**src/rtl/range_fix_pkg.sv**
```systemverilog
// rtl/range_fix_pkg.sv - shared widths, state encoding and floor-mod-100 helper for range_fix_arbiter
package range_fix_pkg;

    localparam int MOD_BASE = 100;
    localparam int VAL_W    = 10;
    localparam int RES_W    = 7;

    typedef enum logic [1:0] {IDLE, CALC, RESP} rfa_state_t;

    // Biasing by 600 (a multiple of 100 larger than 512) makes every operand
    // non-negative, so an unsigned remainder equals the floor modulo.
    function automatic logic [RES_W-1:0] floor_mod100(input logic [VAL_W-1:0] x);
        logic [VAL_W:0] biased;
        biased = {x[VAL_W-1], x} + (VAL_W+1)'(6 * MOD_BASE);
        return RES_W'(biased % (VAL_W+1)'(MOD_BASE));
    endfunction

endpackage

```
**src/rtl/range_mod100_pipe.sv**
```systemverilog
// rtl/range_mod100_pipe.sv - signed 10-bit to 0..99 floor-modulo reducer with LAT register stages
module range_mod100_pipe
    import range_fix_pkg::*;
#(
    parameter int LAT = 2
) (
    input  logic             clk,
    input  logic             rst,
    input  logic [VAL_W-1:0] in_val,
    output logic [RES_W-1:0] out_val
);

    logic [RES_W-1:0] stage [LAT];

    always_ff @(posedge clk or posedge rst) begin
        if (rst) begin
            for (int i = 0; i < LAT; i++) stage[i] <= '0;
        end else begin
            stage[0] <= floor_mod100(in_val);
            for (int i = 1; i < LAT; i++) stage[i] <= stage[i-1];
        end
    end

    assign out_val = stage[LAT-1];

endmodule

```
**src/rtl/range_fix_arbiter.sv**
```systemverilog
// rtl/range_fix_arbiter.sv - round-robin arbiter sharing one mod-100 reducer; RANGE_FIX_ARB_CNT_EN adds grant_cnt
module range_fix_arbiter
    import range_fix_pkg::*;
#(
    parameter int N_REQ = 4,
    parameter int ID_W  = 2,
    parameter int LAT   = 2
) (
    input  logic                   clk,
    input  logic                   rst,
    input  logic [N_REQ-1:0]       req_valid,
    input  logic [VAL_W*N_REQ-1:0] req_val,
    output logic [N_REQ-1:0]       req_ready,
    output logic                   rsp_valid,
    output logic [RES_W-1:0]       rsp_val,
    output logic [ID_W-1:0]        rsp_id,
    input  logic                   rsp_ready,
    output logic                   busy
`ifdef RANGE_FIX_ARB_CNT_EN
    ,
    output logic [15:0]            grant_cnt
`endif
);

    localparam logic [2:0] CALC_LAST = 3'(LAT - 1);

    rfa_state_t       state, state_n;
    logic [ID_W-1:0]  rr_ptr;
    logic [2:0]       calc_cnt;
    logic             grant_any;
    logic [ID_W-1:0]  grant_idx;
    logic             grant_fire;
    logic [VAL_W-1:0] op_sel;
    logic [RES_W-1:0] pipe_out;

    // Search starts just after the last winner, so a continuously valid
    // requester cannot starve the others.
    always_comb begin
        grant_any = 1'b0;
        grant_idx = '0;
        for (int k = 1; k <= N_REQ; k++) begin
            if (!grant_any && req_valid[(int'(rr_ptr) + k) % N_REQ]) begin
                grant_any = 1'b1;
                grant_idx = ID_W'((int'(rr_ptr) + k) % N_REQ);
            end
        end
    end

    assign grant_fire = (state == IDLE) && grant_any;

    always_comb begin
        req_ready = '0;
        if (grant_fire) req_ready[grant_idx] = 1'b1;
    end

    // The reducer's first stage captures the granted operand on the grant edge.
    assign op_sel = req_val[VAL_W*grant_idx +: VAL_W];

    range_mod100_pipe #(.LAT(LAT)) u_pipe (
        .clk     (clk),
        .rst     (rst),
        .in_val  (op_sel),
        .out_val (pipe_out)
    );

    always_ff @(posedge clk or posedge rst) begin
        if (rst) state <= IDLE;
        else     state <= state_n;
    end

    always_comb begin
        state_n = state;
        case (state)
            IDLE:    if (grant_any) state_n = CALC;
            CALC:    if (calc_cnt == CALC_LAST) state_n = RESP;
            RESP:    if (rsp_ready) state_n = IDLE;
            default: state_n = IDLE;
        endcase
    end

    // rr_ptr doubles as the owner id of the operation in flight.
    always_ff @(posedge clk or posedge rst) begin
        if (rst) begin
            rr_ptr    <= ID_W'(N_REQ - 1);
            calc_cnt  <= '0;
            rsp_valid <= 1'b0;
            rsp_val   <= '0;
            rsp_id    <= '0;
        end else begin
            case (state)
                IDLE: begin
                    if (grant_any) begin
                        rr_ptr   <= grant_idx;
                        calc_cnt <= '0;
                    end
                end
                CALC: begin
                    calc_cnt <= calc_cnt + 3'd1;
                    if (calc_cnt == CALC_LAST) begin
                        rsp_valid <= 1'b1;
                        rsp_val   <= pipe_out;
                        rsp_id    <= rr_ptr;
                    end
                end
                RESP: begin
                    if (rsp_ready) rsp_valid <= 1'b0;
                end
                default: ;
            endcase
        end
    end

    assign busy = (state != IDLE);

`ifdef RANGE_FIX_ARB_CNT_EN
    always_ff @(posedge clk or posedge rst) begin
        if (rst)                                  grant_cnt <= '0;
        else if (grant_fire && grant_cnt != 16'hFFFF) grant_cnt <= grant_cnt + 16'd1;
    end
`endif

endmodule

```
**config.mk**
```make
export PLATFORM = sky130hd
export DESIGN_NAME = range_fix_arbiter
export DESIGN_NICKNAME = d
export VERILOG_FILES = /design/src/rtl/range_fix_pkg.sv /design/src/rtl/range_mod100_pipe.sv /design/src/rtl/range_fix_arbiter.sv
export SDC_FILE = /design/constraint.sdc
export NUM_CORES = 1
export LEC_CHECK = 0
export ABC_AREA = 1
export CAP_MARGIN = 20
export CORE_MARGIN = 10
export CORE_UTILIZATION = 46
export CTS_CLUSTER_DIAMETER = 80
export DETAILED_ROUTE_END_ITERATION = 10
export PLACE_DENSITY_LB_ADDON = 0.2
export RECOVER_POWER = 50
export SKIP_LAST_GASP = 1
export SLEW_MARGIN = 20
export SYNTH_ARGS = -nofsm -noshare
export SYNTH_HDL_FRONTEND = slang
export SYNTH_SLANG_ARGS = --single-unit
```
**constraint.sdc**
```tcl
create_clock -name clk -period 4.4 [get_ports clk]
set_input_delay 0.88 -clock clk [delete_from_list [all_inputs] [get_ports clk]]
set_output_delay 0.88 -clock clk [all_outputs]
set_load 0.01 [all_outputs]
```
After elaboration in Yosys (flattened, before gate mapping)
Cells that the tools add are included.
Word-level totals
  register bits after elaboration: 31
  bits of input ports: 47
  word-level logic and storage cells: 86
  output and inout bits: 15
Operators by class
  reduce and logical (&&, ||, !) cells: 21
  divide/modulo/power cells: 1
  magnitude comparators: 6
  add/subtract/negate cells: 6
  multiplexer cells: 32
  shift-type cells: 1
  bitwise operators: 4
  equal/unequal tests: 6
  multiply operators: 1
Operator list (number)
  $shiftx A40 B7 Y10: 1
  $lt A3 B4 Y1 const B: 4
  $mux W1: 15
  $mux W2: 7
  $add A11 B10 Y11 const B: 1
  $mod A11 B7 Y11 const B: 1
  $bmux W1 S2: 4
  $reduce_or A2 Y1: 4
  $ne A2 B2 Y1 const B: 3
  $pmux W2 S3: 1
  $pmux W3 S2: 1
  $reduce_and A2 Y1: 3
  $reduce_and A3 Y1: 2
  $reduce_bool A2 Y1: 3
  $logic_and A1 B1 Y1: 5
  $mul A3 B2 Y5 const A: 1
  $add A2 B1 Y2 const B: 2
  $add A2 B2 Y2 const B: 2
  $and A1 B1 Y1 const A: 4
  $mux W4: 1
  $add A3 B1 Y3 const B: 1
  $eq A3 B1 Y1 const B: 1
  $logic_not A1 Y1: 3
  $lt A2 B3 Y1 const B: 1
  other kinds (7): 7

Logic depth before layout (Yosys ltp)
Gate-level depths: netlist (run 1).
  depth after elaboration: 21
  gate-level depth with buffers: 45
  mapped depth without buffers: 43

Cells and area by module
Synthesis (run 1) repeated with hierarchy kept, for this count alone.
Second synthesis, totals
  cell total of the unflattened synthesis: 412
  area total of the unflattened synthesis: 2819.0 sq um
By module, submodules not included
  range_mod100_pipe: cells an instance 195, area each 1438.9 sq um, times used 1
  range_fix_arbiter: cells an instance 217, area each 1380.1 sq um, times used 1

Worst setup path after synthesis (run 1)
No wires, ideal clock.
  kind: input to register
  start: input req_valid[3]
  end: register u_pipe.stage[11] (netlist bit)
  cell stages on the path: 36
  buffers on the path: 1
  setup slack: 48 ps
  arrival time: 4236 ps
  cell sequence: inv_1 > nand2_1 > nand3_1 > nand2_1 > nor2_4 > nand3_4 > nand3_4 > buf_8 > nand2_2 > nand2_1 > nand2_2 > nand2_4 > inv_1 > ha_1 > inv_1 > nand3_1 > nand2_2 > inv_1 > nor2_1 > nand3_2 > nand2_4 > nand2_4 > nand2_4 > nand3_2 > nand3_4 > nand2_4 > nand2_4 > nand3_4 > o21ai_4 > nand2_4 > nand2_4 > nand2_1 > o21ai_0 > nand2_1 > nand2_1 > nand2_1
On the way
  cells in the longest elaborated chain, start to end: 17
  elaborated cells between the ends (all ways): 29
  those cells by class: add/sub (1); mul (1); div (1); shift (1); mux (19); reduce/logical (6)
RTL lines
  from (decl): RTL line range_fix_arbiter.sv:11  | input logic [N_REQ-1:0] req_valid,
  $bmux W1 S2: RTL line range_fix_arbiter.sv:42  | if (!grant_any && req_valid[(int'(rr_ptr) + k) % N_REQ]) begin
  $mux W1 (not written as such) (2 in series): RTL line range_fix_arbiter.sv:42
  $mux W1: RTL line range_fix_arbiter.sv:42
  $logic_not A1 Y1: RTL line range_fix_arbiter.sv:42
  $logic_and A1 B1 Y1: RTL line range_fix_arbiter.sv:42
  $mux W1: RTL line range_fix_arbiter.sv:42
  $logic_not A1 Y1: RTL line range_fix_arbiter.sv:42
  $logic_and A1 B1 Y1: RTL line range_fix_arbiter.sv:42
  $mux W1: RTL line range_fix_arbiter.sv:42
  $logic_not A1 Y1: RTL line range_fix_arbiter.sv:42
  $logic_and A1 B1 Y1: RTL line range_fix_arbiter.sv:42
  $mux W2 *: RTL line range_fix_arbiter.sv:42
  $mul A3 B2 Y5 *: RTL line range_fix_arbiter.sv:57  | assign op_sel = req_val[VAL_W*grant_idx +: VAL_W];
  $shiftx A40 B7 Y10 *: RTL line range_fix_arbiter.sv:57
  $add A11 B10 Y11 *: RTL line range_fix_pkg.sv:14  | biased = {x[VAL_W-1], x} + (VAL_W+1)'(6 * MOD_BASE);
  $mod A11 B7 Y11 *: RTL line range_fix_pkg.sv:15  | return RES_W'(biased % (VAL_W+1)'(MOD_BASE));
  to (decl): RTL line range_mod100_pipe.sv:13  | logic [RES_W-1:0] stage [LAT];
Every way passes the cells marked *; elsewhere a longest branch is shown, timed or not. The select of a mux whose other input is x is not followed.
A chain may end at the register's enable or synchronous reset.

Final worst setup path (run 1)
  start: register rr_ptr[0]
  end: register u_pipe.stage[11] (netlist bit)
On the way
  cells in the longest elaborated chain, start to end: 18
  elaborated cells between the ends (all ways): 33
  those cells by class: add/sub (5); mul (1); div (1); shift (1); mux (19); reduce/logical (6)
RTL lines
  from (decl): RTL line range_fix_arbiter.sv:28  | logic [ID_W-1:0] rr_ptr;
  from (signal assigned): RTL line range_fix_arbiter.sv:84  | rr_ptr <= ID_W'(N_REQ - 1);
  from (signal assigned): RTL line range_fix_arbiter.sv:93  | rr_ptr <= grant_idx;
  $add A2 B1 Y2: RTL line range_fix_arbiter.sv:42, range_fix_arbiter.sv:44
  $bmux W1 S2: RTL line range_fix_arbiter.sv:42
  $mux W1 (not written as such) (2 in series): RTL line range_fix_arbiter.sv:42
  $mux W1: RTL line range_fix_arbiter.sv:42
  $logic_not A1 Y1: RTL line range_fix_arbiter.sv:42
  $logic_and A1 B1 Y1: RTL line range_fix_arbiter.sv:42
  $mux W1: RTL line range_fix_arbiter.sv:42
  $logic_not A1 Y1: RTL line range_fix_arbiter.sv:42
  $logic_and A1 B1 Y1: RTL line range_fix_arbiter.sv:42
  $mux W1: RTL line range_fix_arbiter.sv:42
  $logic_not A1 Y1: RTL line range_fix_arbiter.sv:42
  $logic_and A1 B1 Y1: RTL line range_fix_arbiter.sv:42
  $mux W2 *: RTL line range_fix_arbiter.sv:42
  $mul A3 B2 Y5 *: RTL line range_fix_arbiter.sv:57
  $shiftx A40 B7 Y10 *: RTL line range_fix_arbiter.sv:57
  $add A11 B10 Y11 *: RTL line range_fix_pkg.sv:14
  $mod A11 B7 Y11 *: RTL line range_fix_pkg.sv:15
Marks and branches as above.

==> impl_metrics.toml, run 1 <==
[final_layout]
fin_nets = 542
final_util_pct = 76.0
layout_common_cells = "nand2_1 (76), clkdlybuf4s50_1 (56), buf_4 (49)"
drive_above_1_share_pct = 45.0
synthToLayoutAreaGrowth_pct = 57.3
mostFrequentLayoutCell = "nand2_1"
n_antenna_cell = 0

[clock_network]
cts_hold_buffers = 0
cts-root-buf = "clkbuf_8"
h-tree-depth = 2
clock_latency_ns = 0.28
cts.sinks = 31
cts_buffer_depth = 2
cts.reportedPaths.clkPinSlew_ns = 0.07
cts_tree = "yes"
cts_made_buffers = 5

[worst_setup_path]
critPathLaunchType = "flip-flop"
cp_slowest_cell = "dfstp_4"
required_ns = 4.57
crit_fanout = 7
worstSetupPathType = "reg -> reg"
critPathMaxStageDelay_ns = 0.71
crit_arrival_ns = 4.47
crit_path_frequent_cell = "nand2_2"
end_kind = "flip-flop"

[sta]
fmax_mhz = 232
tightest_slew_ns = 1.03
finalSetupViolCount = 0
drv_slew = 0
hold_viol = 0
post-route-min-period_ns = 4.31
rsz0062_at_grt = "yes"
fin_ws_ns = 0.0943
whs_ns = 0.351
finClkSkew_ns = 0.00606
period_share_pct = 97.9
slew_headroom_pct = 31.4

[placed_design]
place_hpwl_mm = 5.70
gp_congestion = 0.887
port_buffers = 61
pre_cts_slack_ns = -0.519

[global_routing]
grt_antenna_before_repair = 0
gr-total-overflow = 0
grt_pass1_vias = 2756
grt_first_pass_wirelength_mm = 12.4
grt_usage_pct = 15.1
grt_max_degree = 21

[detailed_routing]
drt_wl_total_mm = 7.89
drc_errors = 0
routed-via-count = 2856
wl_per_cell_microns = 14.0
viasPerCell = 5.05
drt_iter0_drc = 86
first_pass_iters = 4
postRouteAntennaNets = 0

[synthesis]
synth_cells = 367
ys_warn_count = 0
seq_area_frac_synth_pct = 28.6
yosysUniqueCellTypes = 37
synth_seq_cells = 31
synth-edff-count = 0
synth_ff_type = "dfrtp_1"
synth.cell_area_sq_um = 2730
postSynth.asyncResetShare_pct = 100
syn-num-nets = 417
syn_avg_cell_area_sq_um = 7.43

[floorplanning]
io_pins = 62
fp.dieW_microns = 97.0
dieArea_sq_um = 9400
coreArea_sq_um = 5640
std_cell_rows = 27
start_util_pct = 48.3
chipHeight_microns = 97.0

[run_status]
status = "finished clean"

[flow_run]
max_cap_violations = 0

[hold_path]
hold_class = "reg -> reg"
[critical path, delay by kind of cell, from the launching register on]
kind          cells  cell delay (ns)
flops             1             0.71
fa+ha+maj         1             0.15
simple gates     33             2.72
buf+inv           8             0.61
[cell usage after synthesis (4+ instances only)]
| cell | number | area share [%] |
|---|---|---|
| nand3_4 | 7 | 4.5 |
| nor2_4 | 6 | 2.5 |
| nand4_1 | 11 | 2.5 |
| nor2_2 | 5 | 1.1 |
| o21ai_1 | 4 | 0.73 |
| nand2_1 | 106 | 15 |
| dfrtp_1 | 29 | 27 |
| inv_2 | 13 | 1.8 |
| nor2_1 | 22 | 3.0 |
| nand2_4 | 15 | 6.2 |
| nand2_2 | 31 | 7.1 |
| nand3_1 | 20 | 3.7 |
| o21ai_0 | 10 | 1.8 |
| mux2_2 | 7 | 2.9 |
| inv_1 | 39 | 5.4 |
| nand3_2 | 8 | 2.9 |
[area by class of cell]
cell class,instances,area [sq um]
clock inverters,2,35.0
multi-input cells,278,1980
inverters,54,220
repair inverters,1,6.26
well taps,72,90.1
fillers,400,1350
flip-flops and latches,31,782
repair buffers,121,1090
clock buffers,6,82.6
[registers in the layout, indices dropped and copies added (netlist names)]
register        count
state               2
u_pipe.stage        7
rsp_val             7
rsp_id              2
u_pipe.out_val      7
rsp_valid           1
rr_ptr              2
calc_cnt            3
[kinds of logic after synthesis]
group	after synthesis	share of synthesized area, %
mux	7	2.89
simple gates	233	49.4
xor+xnor	3	0.964
flops	31	28.6
fa+ha+maj	3	1.38
compound gates	32	7.48
buf+inv	58	9.32
[per-stage QoR]
step / TNS [ns] / instances / instance area, sq um
finish: 0 / 565 / 4290
global route: -0.984 / 565 / 4290
CTS: 0 / 547 / 3980
detailed placement: -2.45 / 530 / 3650
global placement: -1.68 / 529 / 3630
floorplan: 0 / 367 / 2730
[timing repair]
| item | CTS | global route |
|---|---|---|
| pin swaps | 37 | 55 |
| cloned | 1 | 1 |
| setup buffers | 9 | 17 |
| resized for setup | 37 | 70 |
| endpoints found under the setup margin | 5 | 5 |
[metal layers]
layer	global-route usage [%]	wire, microns	up-vias
met5	0	0	-
met4	5.30	194	0
met3	2.48	210	16
met2	28.3	4400	55
met1	16.5	3080	1366
li1	-	-	1419
[worst paths after layout]
check | from | endpoint | slack [ns] | depth (start not counted)
max | rr_ptr[0]$_DFFE_PP1P_ | u_pipe.stage[11]$_DFF_PP0_ | 0.09 | 42
min | u_pipe.stage[11]$_DFF_PP0_ | u_pipe.out_val[4]$_DFF_PP0_ | 0.35 | 0
max reg2reg | rr_ptr[0]$_DFFE_PP1P_ | u_pipe.stage[11]$_DFF_PP0_ | 0.09 | 42
min reg2reg | u_pipe.stage[11]$_DFF_PP0_ | u_pipe.out_val[4]$_DFF_PP0_ | 0.35 | 0
max in group asynchronous | rst | calc_cnt[0]$_DFFE_PP0P_ | 2.08 | 3
min in group asynchronous | rst | u_pipe.stage[12]$_DFF_PP0_ | 1.03 | 2
Power of run 1 is left out: the tool's default activity adds up to more than one toggle a clock period on the data nets, which glitch-free logic cannot reach.
==> run 2, diff against run 1 <==
Settings changed: CORE_UTILIZATION 46 to 50, RECOVER_POWER 50 to 100.
Clock period 4.4 ns to 4.86 ns, I/O delays scaled along.
==> impl_metrics.toml, run 2 (synthesized netlist as in run 1, its figures left out) <==
[sta]
rsz0062_at_grt = "no"
fin_ws_ns = 0.450
whs_ns = 0.347
post-route-min-period_ns = 4.41
drv_slew = 0
fmax_mhz = 227
tightest_slew_ns = 0.960
period_share_pct = 90.8
slew_headroom_pct = 36.0
finClkSkew_ns = 0.00603
finalSetupTns_ns = 0
hold_viol = 0
finalSetupViolCount = 0

[final_layout]
drive_above_1_share_pct = 30.6
n_antenna_cell = 0
synthToLayoutAreaGrowth_pct = 35.5
ff_latch_area_sq_um = 778
fin_cells = 517
layout_common_cells = "nand2_1 (99), clkdlybuf4s50_1 (40), inv_1 (38)"
num-fill-cells = 436
fin_nets = 496
mostFrequentLayoutCell = "nand2_1"
multi_input_area_sq_um = 1790

[placed_design]
gp_congestion = 0.913
place_hpwl_mm = 5.45
dp_cells = 506
port_buffers = 61
pre_cts_slack_ns = -0.145

[clock_network]
cts-root-buf = "clkbuf_8"
clock_latency_ns = 0.28
cts_hold_buffers = 0
cts_buffer_depth = 2
h-tree-depth = 2
cts.reportedPaths.clkPinSlew_ns = 0.06
cts.sinks = 31
cts_tree = "yes"
cts_made_buffers = 5

[worst_setup_path]
required_ns = 5.03
crit_path_frequent_cell = "nand2_1"
critPathLaunchType = "input port"
critPathMaxStageDelay_ns = 0.23
cp_slowest_cell = "o21ai_4"
rrSetupSlack_ns = 0.45
end_kind = "flip-flop"
worstSetupPathType = "in -> reg"
crit_fanout = 7
crit_arrival_ns = 4.58

[global_routing]
grt_usage_pct = 14.4
grt_antenna_before_repair = 0
grt_first_pass_wirelength_mm = 10.5
gr-total-overflow = 0
grt_max_degree = 20
grt_pass1_vias = 2469

[floorplanning]
fp.dieW_microns = 93.8
io_pins = 62
chipHeight_microns = 93.8
std_cell_rows = 26
start_util_pct = 52.4
coreArea_sq_um = 5200
dieArea_sq_um = 8800

[detailed_routing]
first_pass_iters = 4
wl_per_cell_microns = 12.7
drc_errors = 0
drt_iter0_drc = 77
drt_wl_total_mm = 6.58
postRouteAntennaNets = 0
viasPerCell = 4.96
routed-via-count = 2564

[flow_run]
max_cap_violations = 0

[hold_path]
hold_class = "reg -> reg"

[run_status]
status = "finished clean"
## run 2: changes by cell type in the layout (fill, tap and decap cells not counted), sizes merged
cell	before	now
buf	59	13
clkbuf	11	10
inv	55	54
dlymetal6s2s	0	4
bufinv	1	0
clkinv	1	0
clkdlybuf4s50	56	40
dlygate4sd3	1	17
## run 2: final timing paths
check | from | to | cells after the start
max in group asynchronous | rst | rsp_valid$_DFFE_PP0P_ | 3
setup reg to reg | rr_ptr[0]$_DFFE_PP1P_ | u_pipe.stage[11]$_DFF_PP0_ | 38
hold / removal | u_pipe.stage[7]$_DFF_PP0_ | u_pipe.out_val[0]$_DFF_PP0_ | 0
setup / recovery | req_valid[3] | u_pipe.stage[11]$_DFF_PP0_ | 38
hold reg to reg | u_pipe.stage[7]$_DFF_PP0_ | u_pipe.out_val[0]$_DFF_PP0_ | 0
min in group asynchronous | rst | u_pipe.out_val[6]$_DFF_PP0_ | 2
## run 2: per-stage QoR
step,util (%),cell area (sq um)
floorplan,-,2730
global placement,66.6,3460
detailed placement,67.1,3490
CTS,69.0,3590
global route,71.0,3690
finish,71.0,3690
## run 2: critical path, delay by kind of cell
kind | cells | cell delay (ns)
buffers and inverters | 4 | 0.28
adders and majority gates | 1 | 0.18
and+or+nand+nor | 31 | 2.73
AOI/OAI and AO/OA | 2 | 0.39
## run 2: per-layer routing
| metal | wire length, microns | vias up | global-route usage, % |
|---|---|---|---|
| li1 | - | 1322 | - |
| met1 | 2640 | 1182 | 15.4 |
| met2 | 3570 | 48 | 27.1 |
| met3 | 253 | 12 | 2.96 |
| met4 | 113 | 0 | 5.19 |
| met5 | 0 | - | 0 |
## run 2: area by class of cell
cell class | instances | area share (%)
well taps | 70 | 2.37
multi-input cells | 278 | 48.3
repair buffers | 76 | 19.7
inverters | 54 | 5.76
flip-flops and latches | 31 | 21.1
clock buffers | 8 | 2.71
## run 2: timing repair
| item | 4_1_cts | 5_1_grt |
|---|---|---|
| resized for setup | 0 | 28 |
| setup buffers | 0 | 3 |
| endpoints found under the hold margin | 0 | 0 |
| setup endpoints to repair | 0 | 5 |
Power of run 2 is left out for the same reason.
==> run 3, diff against run 2 <==
Settings changed: CORE_UTILIZATION 50 to 39, TNS_END_PERCENT set to 1.
==> impl_metrics.toml, run 3 (synthesized netlist as in run 1, its figures left out) <==
[final_layout]
n_antenna_cell = 0
drive_above_1_share_pct = 32.2
synthToLayoutAreaGrowth_pct = 37.8
mostFrequentLayoutCell = "nand2_1"
fin_nets = 502
num-fill-cells = 656
layout_common_cells = "nand2_1 (94), nand2_2 (41), clkdlybuf4s50_1 (40)"
final_util_pct = 55.3

[placed_design]
place_hpwl_mm = 5.46
pre_cts_slack_ns = -0.145
port_buffers = 61
gp_congestion = 0.845

[clock_network]
cts.sinks = 31
h-tree-depth = 2
cts.reportedPaths.clkPinSlew_ns = 0.06
cts_buffer_depth = 2
cts_tree = "yes"
cts_made_buffers = 5
clock_latency_ns = 0.28
cts-root-buf = "clkbuf_8"

[worst_setup_path]
required_ns = 5.03
rrSetupSlack_ns = 0.50
critPathLaunchType = "input port"
crit_arrival_ns = 4.58
end_kind = "flip-flop"
worstSetupPathType = "in -> reg"
crit_fanout = 7
critPathMaxStageDelay_ns = 0.22
crit_path_frequent_cell = "nand2_4"
cp_slowest_cell = "o21ai_4"

[sta]
period_share_pct = 90.7
fin_ws_ns = 0.451
drv_slew = 0
fmax_mhz = 227
finClkSkew_ns = 0.00245
rsz0062_at_grt = "no"
hold_viol = 0
post-route-min-period_ns = 4.41
whs_ns = 0.346
slew_headroom_pct = 61.0
finalSetupViolCount = 0
tightest_slew_ns = 0.585

[global_routing]
grt_max_degree = 14
gr-total-overflow = 0
grt_usage_pct = 12.1
grt_first_pass_wirelength_mm = 11.0
grt_pass1_vias = 2452
grt_antenna_before_repair = 0

[detailed_routing]
viasPerCell = 4.50
drc_errors = 0
routed-via-count = 2473
drt_iter0_drc = 63
postRouteAntennaNets = 0
wl_per_cell_microns = 11.5
first_pass_iters = 4
drt_wl_total_mm = 6.34

[hold_path]
hold_class = "reg -> reg"

[floorplanning]
fp.dieW_microns = 104
dieArea_sq_um = 10700
std_cell_rows = 30
coreArea_sq_um = 6790
start_util_pct = 40.1
chipHeight_microns = 104
io_pins = 62

[flow_run]
max_cap_violations = 0

[run_status]
status = "finished clean"
run 3: changes by cell type in the layout (fill, tap and decap cells not counted), moves of 3 or more:
cell	delta
nand2_2	+8
buf_4	+5
nand2_1	-5
nand2_4	-3
run 3: timing repair:
item / CTS / global route
buffers inserted: 0 / 4
hold buffers: 0 / 0
gates resized for setup: 0 / 30
setup endpoints to repair: 0 / 5
run 3: per-layer routing:
layer,wire [microns],global-route usage (%),up-vias
met5,0,0,-
met2,3120,20.7,53
met1,2810,14.3,1076
met4,80,3.63,0
li1,-,-,1337
met3,326,3.16,7
run 3: final timing paths:
| path | from | endpoint | cells after the start |
|---|---|---|---|
| max | req_valid[1] | u_pipe.stage[10]$_DFF_PP0_ | 35 |
| max reg2reg | rr_ptr[0]$_DFFE_PP1P_ | u_pipe.stage[10]$_DFF_PP0_ | 35 |
| min in group asynchronous | rst | u_pipe.stage[11]$_DFF_PP0_ | 2 |
| min | u_pipe.stage[9]$_DFF_PP0_ | u_pipe.out_val[2]$_DFF_PP0_ | 0 |
| min reg2reg | u_pipe.stage[9]$_DFF_PP0_ | u_pipe.out_val[2]$_DFF_PP0_ | 0 |
| max in group asynchronous | rst | u_pipe.out_val[1]$_DFF_PP0_ | 4 |
run 3: final cells by class:
type                       instances  area [sq um]  share of cell area, %
clock buffer                       8           100                   2.66
tap                               96           120                   3.20
timing repair buffer              82           771                   20.5
sequential                        31           778                   20.7
multi-input combinational        278          1770                   47.2
inverter                          54           213                   5.66
run 3: critical path, delay by kind of cell:
family / cells / cell delay (ns)
buffers and inverters: 5 / 0.53
AOI/OAI and AO/OA: 2 / 0.37
and+or+nand+nor: 28 / 2.69
run 3: metrics by stage:
| step | setup TNS (ns) | std cells | cell area (sq um) |
|---|---|---|---|
| floorplan | 0 | 367 | 2730 |
| global placement | -0.190 | 535 | 3530 |
| detailed placement | -0.618 | 537 | 3560 |
| CTS | 0 | 545 | 3660 |
| global route | 0 | 549 | 3760 |
| finish | 0 | 549 | 3760 |
Power of run 3 is left out for the same reason.
